<file path="src/rtl/game_collision_if.sv">
// Pixel-stream bundle between the object drawers and the collision tracker.
// master drives the pixel stream and reads results; slave is the tracker.
interface game_collision_if #(
  parameter int unsigned N_CH    = 4,
  parameter int unsigned COORD_W = 11
);
  localparam int unsigned IDX_W = (N_CH > 1) ? $clog2(N_CH) : 1;

  logic                startOfFrame;
  logic                drawing_request_kong;
  logic [N_CH-1:0]     drawing_request;
  logic [N_CH-1:0]     channel_enable;
  logic [COORD_W-1:0]  pixelX;
  logic [COORD_W-1:0]  pixelY;
  logic [N_CH-1:0]     collision;
  logic [N_CH-1:0]     SingleHitPulse;
  logic                any_hit;
  logic                first_hit_valid;
  logic [IDX_W-1:0]    first_hit_idx;
  logic [COORD_W-1:0]  first_hit_x;
  logic [COORD_W-1:0]  first_hit_y;
  logic [N_CH-1:0]     frame_hit_mask;

  modport master (
    output startOfFrame, drawing_request_kong, drawing_request, channel_enable,
           pixelX, pixelY,
    input  collision, SingleHitPulse, any_hit, first_hit_valid, first_hit_idx,
           first_hit_x, first_hit_y, frame_hit_mask
  );

  modport slave (
    input  startOfFrame, drawing_request_kong, drawing_request, channel_enable,
           pixelX, pixelY,
    output collision, SingleHitPulse, any_hit, first_hit_valid, first_hit_idx,
           first_hit_x, first_hit_y, frame_hit_mask
  );
endinterface

</file>
<file path="src/rtl/game_collision_tracker.sv">
// Per-frame kong-vs-object collision tracker: thresholded one-shot hit pulses,
// first-hit capture and a per-frame hit summary published at start of frame.
module game_collision_tracker #(
  parameter int unsigned N_CH       = 4,
  parameter int unsigned CNT_W      = 12,
  parameter int unsigned MIN_PIXELS = 1,
  parameter int unsigned COORD_W    = 11
) (
  input  logic             clk,
  input  logic             resetN,
  game_collision_if.slave  bus
);
  localparam int unsigned IDX_W = (N_CH > 1) ? $clog2(N_CH) : 1;
  localparam int unsigned CW1   = CNT_W + 1;
  localparam int unsigned THR   = (MIN_PIXELS == 0) ? 1 : MIN_PIXELS;
  localparam logic [CNT_W:0]   THR_W   = CW1'(THR);
  localparam logic [CNT_W-1:0] CNT_MAX = '1;

  logic [CNT_W-1:0]   cnt [N_CH];
  logic [N_CH-1:0]    flag;
  logic [N_CH-1:0]    coll;
  logic [N_CH-1:0]    qual;
  logic [IDX_W-1:0]   qual_idx;
  logic               fhv_base;

  logic [N_CH-1:0]    pulse_q;
  logic               any_q;
  logic               fhv_q;
  logic [IDX_W-1:0]   idx_q;
  logic [COORD_W-1:0] x_q;
  logic [COORD_W-1:0] y_q;
  logic [N_CH-1:0]    mask_q;

  assign coll = {N_CH{bus.drawing_request_kong}} & bus.drawing_request & bus.channel_enable;

  // On startOfFrame a channel is judged as if its count and flag were already cleared.
  always_comb begin
    qual     = '0;
    qual_idx = '0;
    for (int i = 0; i < int'(N_CH); i++) begin
      qual[i] = coll[i] & (bus.startOfFrame | ~flag[i]) &
                ((bus.startOfFrame ? CW1'(1) : ({1'b0, cnt[i]} + CW1'(1))) >= THR_W);
    end
    for (int i = int'(N_CH) - 1; i >= 0; i--) begin
      if (qual[i]) qual_idx = IDX_W'(i);
    end
  end

  assign fhv_base = bus.startOfFrame ? 1'b0 : fhv_q;

  always_ff @(posedge clk or negedge resetN) begin
    if (!resetN) begin
      for (int i = 0; i < int'(N_CH); i++) cnt[i] <= '0;
      flag    <= '0;
      pulse_q <= '0;
      any_q   <= 1'b0;
      fhv_q   <= 1'b0;
      idx_q   <= '0;
      x_q     <= '0;
      y_q     <= '0;
      mask_q  <= '0;
    end else begin
      for (int i = 0; i < int'(N_CH); i++) begin
        if (bus.startOfFrame)
          cnt[i] <= coll[i] ? CNT_W'(1) : '0;
        else if (coll[i] && (cnt[i] != CNT_MAX))
          cnt[i] <= cnt[i] + CNT_W'(1);
      end
      flag    <= (bus.startOfFrame ? '0 : flag) | qual;
      pulse_q <= qual;
      any_q   <= |qual;
      if (bus.startOfFrame) mask_q <= flag;
      fhv_q   <= fhv_base | (|qual);
      if ((|qual) && !fhv_base) begin
        idx_q <= qual_idx;
        x_q   <= bus.pixelX;
        y_q   <= bus.pixelY;
      end
    end
  end

  assign bus.collision       = coll;
  assign bus.SingleHitPulse  = pulse_q;
  assign bus.any_hit         = any_q;
  assign bus.first_hit_valid = fhv_q;
  assign bus.first_hit_idx   = idx_q;
  assign bus.first_hit_x     = x_q;
  assign bus.first_hit_y     = y_q;
  assign bus.frame_hit_mask  = mask_q;
endmodule
</file>
<file path="src/flat_wrapper.sv">
// flat-port wrapper written by rule: the top's interface ports become plain ports
module game_collision_tracker_flat 
#(
  parameter int unsigned N_CH       = 4,
  parameter int unsigned CNT_W      = 12,
  parameter int unsigned MIN_PIXELS = 1,
  parameter int unsigned COORD_W    = 11
)
  (clk, resetN, bus_startOfFrame, bus_drawing_request_kong, bus_drawing_request, bus_channel_enable, bus_pixelX, bus_pixelY, bus_collision, bus_SingleHitPulse, bus_any_hit, bus_first_hit_valid, bus_first_hit_idx, bus_first_hit_x, bus_first_hit_y, bus_frame_hit_mask);
  game_collision_if #(.N_CH(N_CH), .COORD_W(COORD_W)) bus_i ();
  input  logic clk;
  input  logic resetN;
  input wire logic [$bits(bus_i.startOfFrame)-1:0] bus_startOfFrame;
  input wire logic [$bits(bus_i.drawing_request_kong)-1:0] bus_drawing_request_kong;
  input wire logic [$bits(bus_i.drawing_request)-1:0] bus_drawing_request;
  input wire logic [$bits(bus_i.channel_enable)-1:0] bus_channel_enable;
  input wire logic [$bits(bus_i.pixelX)-1:0] bus_pixelX;
  input wire logic [$bits(bus_i.pixelY)-1:0] bus_pixelY;
  output wire logic [$bits(bus_i.collision)-1:0] bus_collision;
  output wire logic [$bits(bus_i.SingleHitPulse)-1:0] bus_SingleHitPulse;
  output wire logic [$bits(bus_i.any_hit)-1:0] bus_any_hit;
  output wire logic [$bits(bus_i.first_hit_valid)-1:0] bus_first_hit_valid;
  output wire logic [$bits(bus_i.first_hit_idx)-1:0] bus_first_hit_idx;
  output wire logic [$bits(bus_i.first_hit_x)-1:0] bus_first_hit_x;
  output wire logic [$bits(bus_i.first_hit_y)-1:0] bus_first_hit_y;
  output wire logic [$bits(bus_i.frame_hit_mask)-1:0] bus_frame_hit_mask;
  assign bus_i.startOfFrame = bus_startOfFrame;
  assign bus_i.drawing_request_kong = bus_drawing_request_kong;
  assign bus_i.drawing_request = bus_drawing_request;
  assign bus_i.channel_enable = bus_channel_enable;
  assign bus_i.pixelX = bus_pixelX;
  assign bus_i.pixelY = bus_pixelY;
  assign bus_collision = bus_i.collision;
  assign bus_SingleHitPulse = bus_i.SingleHitPulse;
  assign bus_any_hit = bus_i.any_hit;
  assign bus_first_hit_valid = bus_i.first_hit_valid;
  assign bus_first_hit_idx = bus_i.first_hit_idx;
  assign bus_first_hit_x = bus_i.first_hit_x;
  assign bus_first_hit_y = bus_i.first_hit_y;
  assign bus_frame_hit_mask = bus_i.frame_hit_mask;
  game_collision_tracker #(.N_CH(N_CH), .CNT_W(CNT_W), .MIN_PIXELS(MIN_PIXELS), .COORD_W(COORD_W)) u_core (.clk(clk), .resetN(resetN), .bus(bus_i));
endmodule
</file>
<file path="config.mk">
export PLATFORM = sky130hd
export DESIGN_NAME = game_collision_tracker_flat
export DESIGN_NICKNAME = d
export VERILOG_FILES = /design/src/rtl/game_collision_if.sv /design/src/rtl/game_collision_tracker.sv /design/src/flat_wrapper.sv
export SDC_FILE = /design/constraint.sdc
export NUM_CORES = 1
export LEC_CHECK = 0
export BUFFER_PORTS_ARGS = -buffer_cell sky130_fd_sc_hd__buf_2
export CORE_ASPECT_RATIO = 0.5
export CORE_MARGIN = 8
export CORE_UTILIZATION = 29
export DETAILED_ROUTE_END_ITERATION = 8
export SYNTH_ARGS = -nofsm -noshare
export SYNTH_HDL_FRONTEND = slang
export SYNTH_SLANG_ARGS = --single-unit
</file>
<file path="constraint.sdc">
create_clock -name clk -period 6 [get_ports clk]
set_clock_uncertainty 0.2 [all_clocks]
set_input_delay 1.2 -clock clk [delete_from_list [all_inputs] [get_ports clk]]
set_output_delay 1.2 -clock clk [all_outputs]
set_load 0.005 [all_outputs]
</file>
Word-level counts from Yosys, hierarchy flattened:

Index checks and enable logic that the tools add are counted.
W data, S select, Z words.

* memories kept: 0
* latch bits: 0
* bits in read-only memories: 0
* input port bits: 34
* word-level logic and storage cells: 81
* flip-flop bits (word level): 86
* RAM bits: 0
* output and inout port bits: 38

* equality and inequality tests: 4
* multipliers: 0
* bitwise logic cells: 20
* multiplexer cells: 22
* divide/modulo/power cells: 0
* magnitude comparators: 4
* shifts and indexed selects: 0
* reduce and logical (&&, ||, !) cells: 11
* add/subtract/negate cells: 8

Operators with widths (count)
* $mux W12: 8
* $add A12 B1 Y13 const B: 4
* $ge A13 B1 Y1 const B: 4
* $mux W13: 4
* $add A12 B1 Y12 const B: 4
* $ne A12 B12 Y1 const B: 4
* $and A1 B1 Y1: 8
* $and A4 B4 Y4: 2
* $mux W2: 4
* $reduce_bool A2 Y1: 4
* $logic_and A1 B1 Y1: 5
* $mux W1: 5
* $or A1 B1 Y1: 5
* $mux W4: 1
* $not A1 Y1: 4
* $or A4 B4 Y4: 1
* $reduce_or A4 Y1: 1
* $logic_not A1 Y1: 1

Logic depth before layout (Yosys ltp):

Gate-level depths: netlist (run 1).

* depth after elaboration: 8
* depth in mapped cells: 10
* gate-level depth less buffers: 9

Least setup slack after synthesis (run 1):

Ideal clock, no wire load.

* path kind: input port to flip-flop
* start point: input port bus_startOfFrame
* end point: register u_core.x_q[10] (netlist: u_core.bus.first_hit_x[10])
* buffers on the path: 2
* slack: 2840 ps
* required time: 5675 ps
* library setup time: 125 ps
* cell stages on the path: 8
* arrival time: 2835 ps
* cells stage by stage: clkbuf_1 > nor3b_1 > o221ai_1 > a221o_1 > a21oi_2 > a41oi_4 > buf_6 > mux2_4

* cells in the longest elaborated chain, start to end: 5
* elaborated cells on any way between the ends: 24
* those cells by class: order compare (4); mux (5); bitwise (12); reduce/logical (3)

Ends and longest elaborated chain
* from (decl): line flat_wrapper.sv:13 `input wire logic [$bits(bus_i.startOfFrame)-1:0] bus_startOfFrame;`
* $mux W13 or $or A1 B1 Y1 (tied branches): line game_collision_tracker.sv:42, game_collision_tracker.sv:41
* $ge A13 B1 Y1 or $and A1 B1 Y1 (tied branches): line game_collision_tracker.sv:42, game_collision_tracker.sv:41
* $and A1 B1 Y1: line game_collision_tracker.sv:41 `qual[i] = coll[i] & (bus.startOfFrame | ~flag[i]) &`
* $reduce_or A4 Y1: line game_collision_tracker.sv:74 `if ((|qual) && !fhv_base) begin`
* $logic_and A1 B1 Y1 (*): line game_collision_tracker.sv:74
* to (signal assigned): line game_collision_tracker.sv:76 `x_q <= bus.pixelX;`
* to (decl): line game_collision_tracker.sv:30 `logic [COORD_W-1:0] x_q;`

Every way passes the cells marked *; elsewhere a longest branch is shown, timed or not.
A chain may end at the register's enable or synchronous reset.

Final worst setup path (run 1):

* start point: input port bus_startOfFrame
* end point: register u_core.y_q[8] (netlist: u_core.bus.first_hit_y[8])

* cells in the longest elaborated chain, start to end: 5
* elaborated cells on any way between the ends: 24
* those cells by class: order compare (4); mux (5); bitwise (12); reduce/logical (3)

Ends and longest elaborated chain
* $mux W13 or $or A1 B1 Y1 (tied branches): line game_collision_tracker.sv:42, game_collision_tracker.sv:41
* $ge A13 B1 Y1 or $and A1 B1 Y1 (tied branches): line game_collision_tracker.sv:42, game_collision_tracker.sv:41
* $and A1 B1 Y1: line game_collision_tracker.sv:41
* $reduce_or A4 Y1: line game_collision_tracker.sv:74
* $logic_and A1 B1 Y1 (*): line game_collision_tracker.sv:74
* to (signal assigned): line game_collision_tracker.sv:77 `y_q <= bus.pixelY;`
* to (decl): line game_collision_tracker.sv:31 `logic [COORD_W-1:0] y_q;`

Marks and branches as above.

==> results of run 1 <==
-- power by group through the flow --
stage               combinational, mW  sequential, mW  clock (mW)
finish                          0.221           0.675       0.504
global route                    0.241           0.683       0.547
CTS                             0.228           0.676       0.524
detailed placement              0.228           0.684           0
global placement                0.222           0.684           0
floorplan                       0.118           0.686           0
-- final timing paths --
check / endpoint / depth (start not counted) / startpoint
min: u_core.bus.first_hit_idx[0] / 1 / u_core.bus.first_hit_idx[0]
max in group asynchronous: u_core.cnt[18] / 2 / resetN
max reg2reg: u_core.bus.first_hit_x[1] / 8 / u_core.cnt[12]
max: u_core.bus.first_hit_y[8] / 8 / bus_startOfFrame
min in group asynchronous: u_core.cnt[40] / 1 / resetN
min reg2reg: u_core.bus.first_hit_idx[0] / 1 / u_core.bus.first_hit_idx[0]
-- sequential cells by signal, summed over array words and instances (netlist names) --
name                        count
u_core.bus.SingleHitPulse       4
u_core.bus.any_hit              1
u_core.bus.first_hit_idx        2
u_core.bus.first_hit_valid      1
u_core.bus.first_hit_x         11
u_core.bus.first_hit_y         11
u_core.bus.frame_hit_mask       4
u_core.cnt                     48
u_core.flag                     4
-- logic make-up after synthesis --
| group | after synthesis | synth area share |
|---|---|---|
| buf+inv | 36 | 0.0347 |
| fa+ha+maj | 6 | 0.0163 |
| flops | 86 | 0.466 |
| compound gates | 61 | 0.0984 |
| xor+xnor | 47 | 0.0891 |
| mux | 32 | 0.0927 |
| simple gates | 190 | 0.203 |
-- metrics by stage --
stage / worst slack, ns / cells / util / power, mW / hold WS, ns
global route: 2.22 / 730 / 0.349 / 1.47 / 0.319
floorplan: 2.84 / 458 / - / 0.804 / 0.258
detailed placement: 2.02 / 715 / 0.332 / 0.912 / 0.290
finish: 2.38 / 730 / 0.349 / 1.40 / 0.299
global placement: 2.06 / 715 / 0.332 / 0.906 / 0.284
CTS: 2.38 / 730 / 0.349 / 1.43 / 0.305
-- layer usage --
metal  wire (um)  track usage  part of all wire
met1        4530        0.126              0.44
met2        5280        0.176              0.51
met3         341       0.0228             0.033
met4         140       0.0341             0.014
met5           0            0                 0
-- cells in the mapped netlist (2+ instances only) --
master	count	area (sq um)
buf_6	3	33.8
and4_4	2	22.5
a221o_1	3	30.0
and3_2	2	15.0
o21ai_0	7	35.0
buf_2	2	10.0
and3_1	7	43.8
nand2b_1	4	25.0
nand4_1	19	119
a21oi_1	18	90.1
and4_1	3	26.3
ha_1	6	75.1
nor4b_1	2	17.5
mux2_2	6	67.6
nor2b_1	3	18.8
xnor2_1	13	114
xor2_1	34	298
and2_1	2	12.5
a31oi_1	2	12.5
a21o_1	4	30.0
o211ai_1	2	15.0
nor2_1	58	218
mux2_4	20	300
mux2i_1	6	60.1
a211o_1	4	35.0
nand2_1	37	139
nor4_1	4	25.0
o21ai_2	2	17.5
or3_1	5	31.3
o31ai_1	2	15.0
nor3_1	11	55.1
inv_1	16	60.1
nand3_1	26	130
clkbuf_1	15	56.3
dfrtp_1	86	2150
-- area by class of cell --
cell class	count	area [sq um]	share of cell area
multi-input cells	336	2310	0.426
inverters	16	60.1	0.0111
flip-flops and latches	86	2150	0.398
well taps	204	255	0.0472
repair buffers	73	373	0.0689
clock inverters	4	23.8	0.00439
clock buffers	11	243	0.0448
==> results.txt, run 1 <==
Tcrit/Tclk final = 0.603
Die Y = 105 um
CTS tree = done
Initial core utilization = 0.298
Minimum clock period after layout = 3.62 ns
Placed instance area = 0.00515 sq mm
Final HPWL DP = 7.33 mm
Crit path buffers/inverters = 2
Post-Syn Area = 0.00462 sq mm
Worst Hold Class = register to register
Top-level port count = 72
Via density = 4.80
Worst-margin pin slew = 1.10 ns
Peak VDD IR = 129 uV
Clk Latency, worst-skew pair = 0.34 ns
Vias in the first global route = 3,426
Final WL = 10.3 mm
Reg2reg setup slack = 2.72 ns
Die width = 194 um
CTS max path bufs = 2
Net Sw Frac = 0.249
Num Clock Sinks = 86
Yosys warns = 0
Ant. Diodes = 0
CP Capture Type = register
Full die area = 0.0205 sq mm
Post-synth ARST share = 1.00
Total track usage = 0.102
Worst rel slew slack = 0.262
Critical path type = input pin to register
Most frequent cells in the layout = dfrtp_1, buf_2, nor2_1
Outcome = finished clean
RSZ-0062 raised after global routing = no
Sequential share of power = 0.482
Largest stage delay on the critical path = 0.53 ns
Std cell rows = 32
CTS clk-pin slew, worst paths = 0.06 ns
Fin. max-slew vios = 0
DR vias = 3,506
Fmax = 0.277 GHz
PD cells = 259 mW/mm^2
Post-cts gate resize count = 0
Avg Cell Area, Syn = 10.1 sq um
RePlAce Congestion = 0.827
CP Launch Type = input pin
Syn Nets = 498
Core area = 0.0155 sq mm
Post-Synthesis Cells = 458
Max cap viols = 0
Post-CTS setup buffer count = 0
Psw = 349 uW
H-tree depth = 3
# port buffers = 71
Post-CTS Hold Fix Bufs = 0
Slowest-stage cell, CP = a41oi_4
Critical path's top delay family = compound AO/OA/AOI/OAI gates
CTS root buffer = clkbuf_16
Fraction of the yosys area taken by sequential cells = 0.466
Unique masters post-synth = 57
Internal power = 1.05 mW
Global-route wire length before repair = 17.6 mm
Setup-failing EPs final = 0
# DRC = 0
DRT Pass-1 Iters = 4
Nets = 562
CP Data Arrival Time = 3.63 ns
Cell area after layout = 0.00541 sq mm
Initial antenna violation count = 0
Power share of the clock group = 0.360
Fill cells = 1,568
Grt ovf = 0
Hold Vio Cnt, Final = 0
Sum Neg Setup Slack = 0 ns
Num CTS Buffers = 9
Layout cells sized above 1 = 0.236
Initial DRC Count = 129
Pin count of the biggest net entering global routing = 69
Required time of the critical path = 6.02 ns
Cell Chain, Critical Path = buf_2, buf_4, nor3b_1, o221ai_1, a221o_1, a21oi_2, a41oi_4, mux2_4
Post-synth EDFFs = 0
Logic pwr share = 0.158
Leakage power = 2.50 nW
Top FF cell, synth = dfrtp_1
Synth Register Bits = 86
Final antenna-violating net count = 0
Commonest non-fill, non-tap cell in the layout = dfrtp_1
Area growth from synthesis to layout = 17.2%
CP max FO = 55
DR WL/cell = 14.1 um
Note: power is estimated with default switching activity, not from simulation.
==> run 2: changes to the inputs <==
ABC_AREA = 1   (was unset)
clock period = 3.6 ns   (was 6 ns; I/O delays follow)
==> run 2 against run 1 <==
Critical path depth increased by 6. Synthesized cell count increased by 44%. Worst hold slack got worse by 0.14 ns. Count of clock-buffer cells in the layout unchanged. Sequential share of layout area decreased by 1.5 points. Critical path type is now register to register. Largest power group unchanged. Register-to-register slack got worse by 1.8 ns. Clock power increased by 91%. Setup slack got worse by 1.5 ns. Routed wire length increased by 12%. Critical endpoint unchanged. Via count increased by 25%. Sequential power increased by 67%.
==> results.txt, run 2 <==
Outcome = finished clean
Pin count of the biggest net entering global routing = 49 (-29%)
Fin. max-slew vios = 0 (unchanged)
Worst R2R Path Depth = 14 (+6)
Footprint of the multi-input gates = 0.00223 sq mm (-3.2%)
Commonest non-fill, non-tap cell in the layout = nand2_1
Worst reg2reg startpoint = u_core.cnt[1]
Std cell rows = 33 (+3.1%)
Vias in the first global route = 4,229 (+23%)
Tcrit/Tclk final = 0.749
Initial DRC Count = 325 (+150%)
Global-route wire length before repair = 20.2 mm (+15%)
CP Launch Type = register
# DRC = 0 (unchanged)
Synth Register Bits = 86 (unchanged)
CTS root buffer = clkbuf_16
Final antenna-violating net count = 0 (unchanged)
Setup-failing EPs final = 0 (unchanged)
Hold Vio Cnt, Final = 0 (unchanged)
Post-synth EDFFs = 0 (unchanged)
Fill cells = 1,737 (+11%)
Die width = 197 um (+1.2%)
Post-cts gate resize count = 0 (unchanged)
Leakage power = 2.80 nW (+12%)
RePlAce Congestion = 0.842 (+1.8%)
Most flops, register = u_core.cnt
Worst-margin pin slew = 0.609 ns (-0.494 ns)
Core area = 0.0162 sq mm (+4.5%)
PD cells = 434 mW/mm^2 (+68%)
Fmax = 0.371 GHz
Layout cells sized above 1 = 0.144 (-0.0921)
Placed cells = 942 (+32%)
Count leader, synth = nand2_1
Required time of the critical path = 3.62 ns (-2.40 ns)
Top FF cell, synth = dfrtp_1
Initial antenna violation count = 1 (+1)
Area growth from synthesis to layout = 18.7%
Post-CTS setup buffer count = 0 (unchanged)
Final HPWL DP = 8.48 mm (+16%)
CP Capture Type = register
Final WS setup = 0.902 ns (-1.48 ns)
Storage element area = 0.00215 sq mm (unchanged)
Cell area after layout = 0.00562 sq mm (+3.9%)
Total track usage = 0.114 (+0.0120)
Post-synth ARST share = 1.00 (unchanged)
Placed instance area = 0.00531 sq mm (+3.3%)
# port buffers = 71 (unchanged)
Syn Nets = 700 (+41%)
Post-Syn Area = 0.00474 sq mm (+2.6%)
Post-CTS Hold Fix Bufs = 0 (unchanged)
CTS tree = done
Most frequent cells in the layout = nand2_1, dfrtp_1, nand3_1
Grt ovf = 0 (unchanged)
Share of the synthesized area in the top cell type = 0.454 (-0.0117)
Max reg flops = 48 (unchanged)
Sum Neg Setup Slack = 0 ns (unchanged)
Yosys warns = 0 (unchanged)
Via density = 4.59 (-4.4%)
Nets = 766 (+36%)
Final WL = 11.6 mm (+12%)
Die Y = 106 um (+1.1%)
Main area contributors after synthesis = dfrtp_1, nand2_1, nand3_1, o21ai_0, inv_1
Num CTS Buffers = 9 (unchanged)
Post-Synthesis Cells = 660 (+44%)
RSZ-0062 raised after global routing = no
CTS max path bufs = 2 (unchanged)
Max cap viols = 0 (unchanged)
Final cell count without fillers = 958 (+31%)
DR WL/cell = 12.1 um (-14%)
DRT Pass-1 Iters = 5 (+1)
Layout Utilization = 0.347 (-0.00184)
Hold Slack = 0.160 ns (-0.140 ns)
Leading cell types by count after synthesis = nand2_1, dfrtp_1, nand3_1
H-tree depth = 3 (unchanged)
Fraction of the yosys area taken by sequential cells = 0.454 (-0.0117)
Ant. Diodes = 0 (unchanged)
DR vias = 4,399 (+25%)
Avg Cell Area, Syn = 7.18 sq um (-29%)
Initial core utilization = 0.293 (-0.00537)
Worst rel slew slack = 0.593 (+0.331)
CTS clk-pin slew, worst paths = 0.07 ns (about the same)
Minimum clock period after layout = 2.70 ns
Critical path type = register to register
Worst slack at placement = 0.630 ns (-1.39 ns)
CP Data Arrival Time = 2.72 ns (-0.91 ns)
Unique masters post-synth = 30 (-47%)
R2R Path End = u_core.bus.first_hit_y[8]
Worst Hold Class = input pin to async pin
Reg2reg setup slack = 0.90 ns (-1.82 ns)
Top-level port count = 72 (unchanged)
Full die area = 0.0209 sq mm (+2.3%)
Post-synth top area cell = dfrtp_1
Num Clock Sinks = 86 (unchanged)
Clk Latency, worst-skew pair = 0.34 ns (about the same)
CP max FO = 25 (-55%)
Peak VDD IR = 209 uV (+61%)
Design Power = 2.44 mW (+74%)
## run 2: changes by cell type in the layout (fill, tap and decap cells not counted), moves of 13 or more
cell and delta:
inv_1 +42, mux2_4 -20, nand2_1 +203, nand3_1 +58, o21ai_0 +51, xnor2_1 -13
xor2_1 -34
## run 2: worst max path at each step
stage / from / endpoint / slack [ns] / cells past startpoint
finish: u_core.cnt[1] / u_core.bus.first_hit_y[8] / 0.90 / 14
global route: u_core.cnt[36] / u_core.bus.first_hit_x[6] / 0.60 / 14
CTS: u_core.cnt[1] / u_core.bus.first_hit_y[8] / 0.91 / 14
detailed placement: bus_startOfFrame / u_core.bus.first_hit_idx[0] / 0.63 / 12
global placement: bus_startOfFrame / u_core.bus.first_hit_idx[0] / 0.71 / 13
floorplan: bus_startOfFrame / u_core.bus.first_hit_x[10] / 1.23 / 15
## run 2: report_power, final
group	leakage (nW)	switching [mW]	internal, mW
combinational	1.50	0.204	0.144
clock	0.152	0.396	0.566
sequential	1.14	0.0663	1.06
total	2.80	0.666	1.77
## run 2: cell type report
cell class | count | area share
clock buffers | 11 | 0.0432
clock inverters | 5 | 0.0120
inverters | 62 | 0.0414
multi-input cells | 492 | 0.397
flip-flops and latches | 86 | 0.383
well taps | 227 | 0.0505
repair buffers | 75 | 0.0734
## run 2: kinds of logic after synthesis
kind of cell	count (synthesis)	synth area share
compound gates	79	0.0880
fa+ha+maj	6	0.0158
buf+inv	82	0.0745
flops	86	0.454
simple gates	407	0.367
## run 2: routing by layer
metal	track usage	wire length, um
met1	0.144	5360
met2	0.191	5520
met3	0.0290	507
met4	0.0347	168
met5	0	13
## run 2: critical path, cell delays in order, from the launching register on
cell     delay [ns]
dfrtp_1        0.44
ha_1           0.22
nand2_1        0.10
nor2_2         0.06
or2_2          0.27
nand2_1        0.09
nand2_1        0.06
nor3_1         0.14
nand3_1        0.10
nand2_1        0.14
nand2_2        0.09
nand2_4        0.25
nand2_4        0.22
nand2_1        0.12
nand2_1        0.06
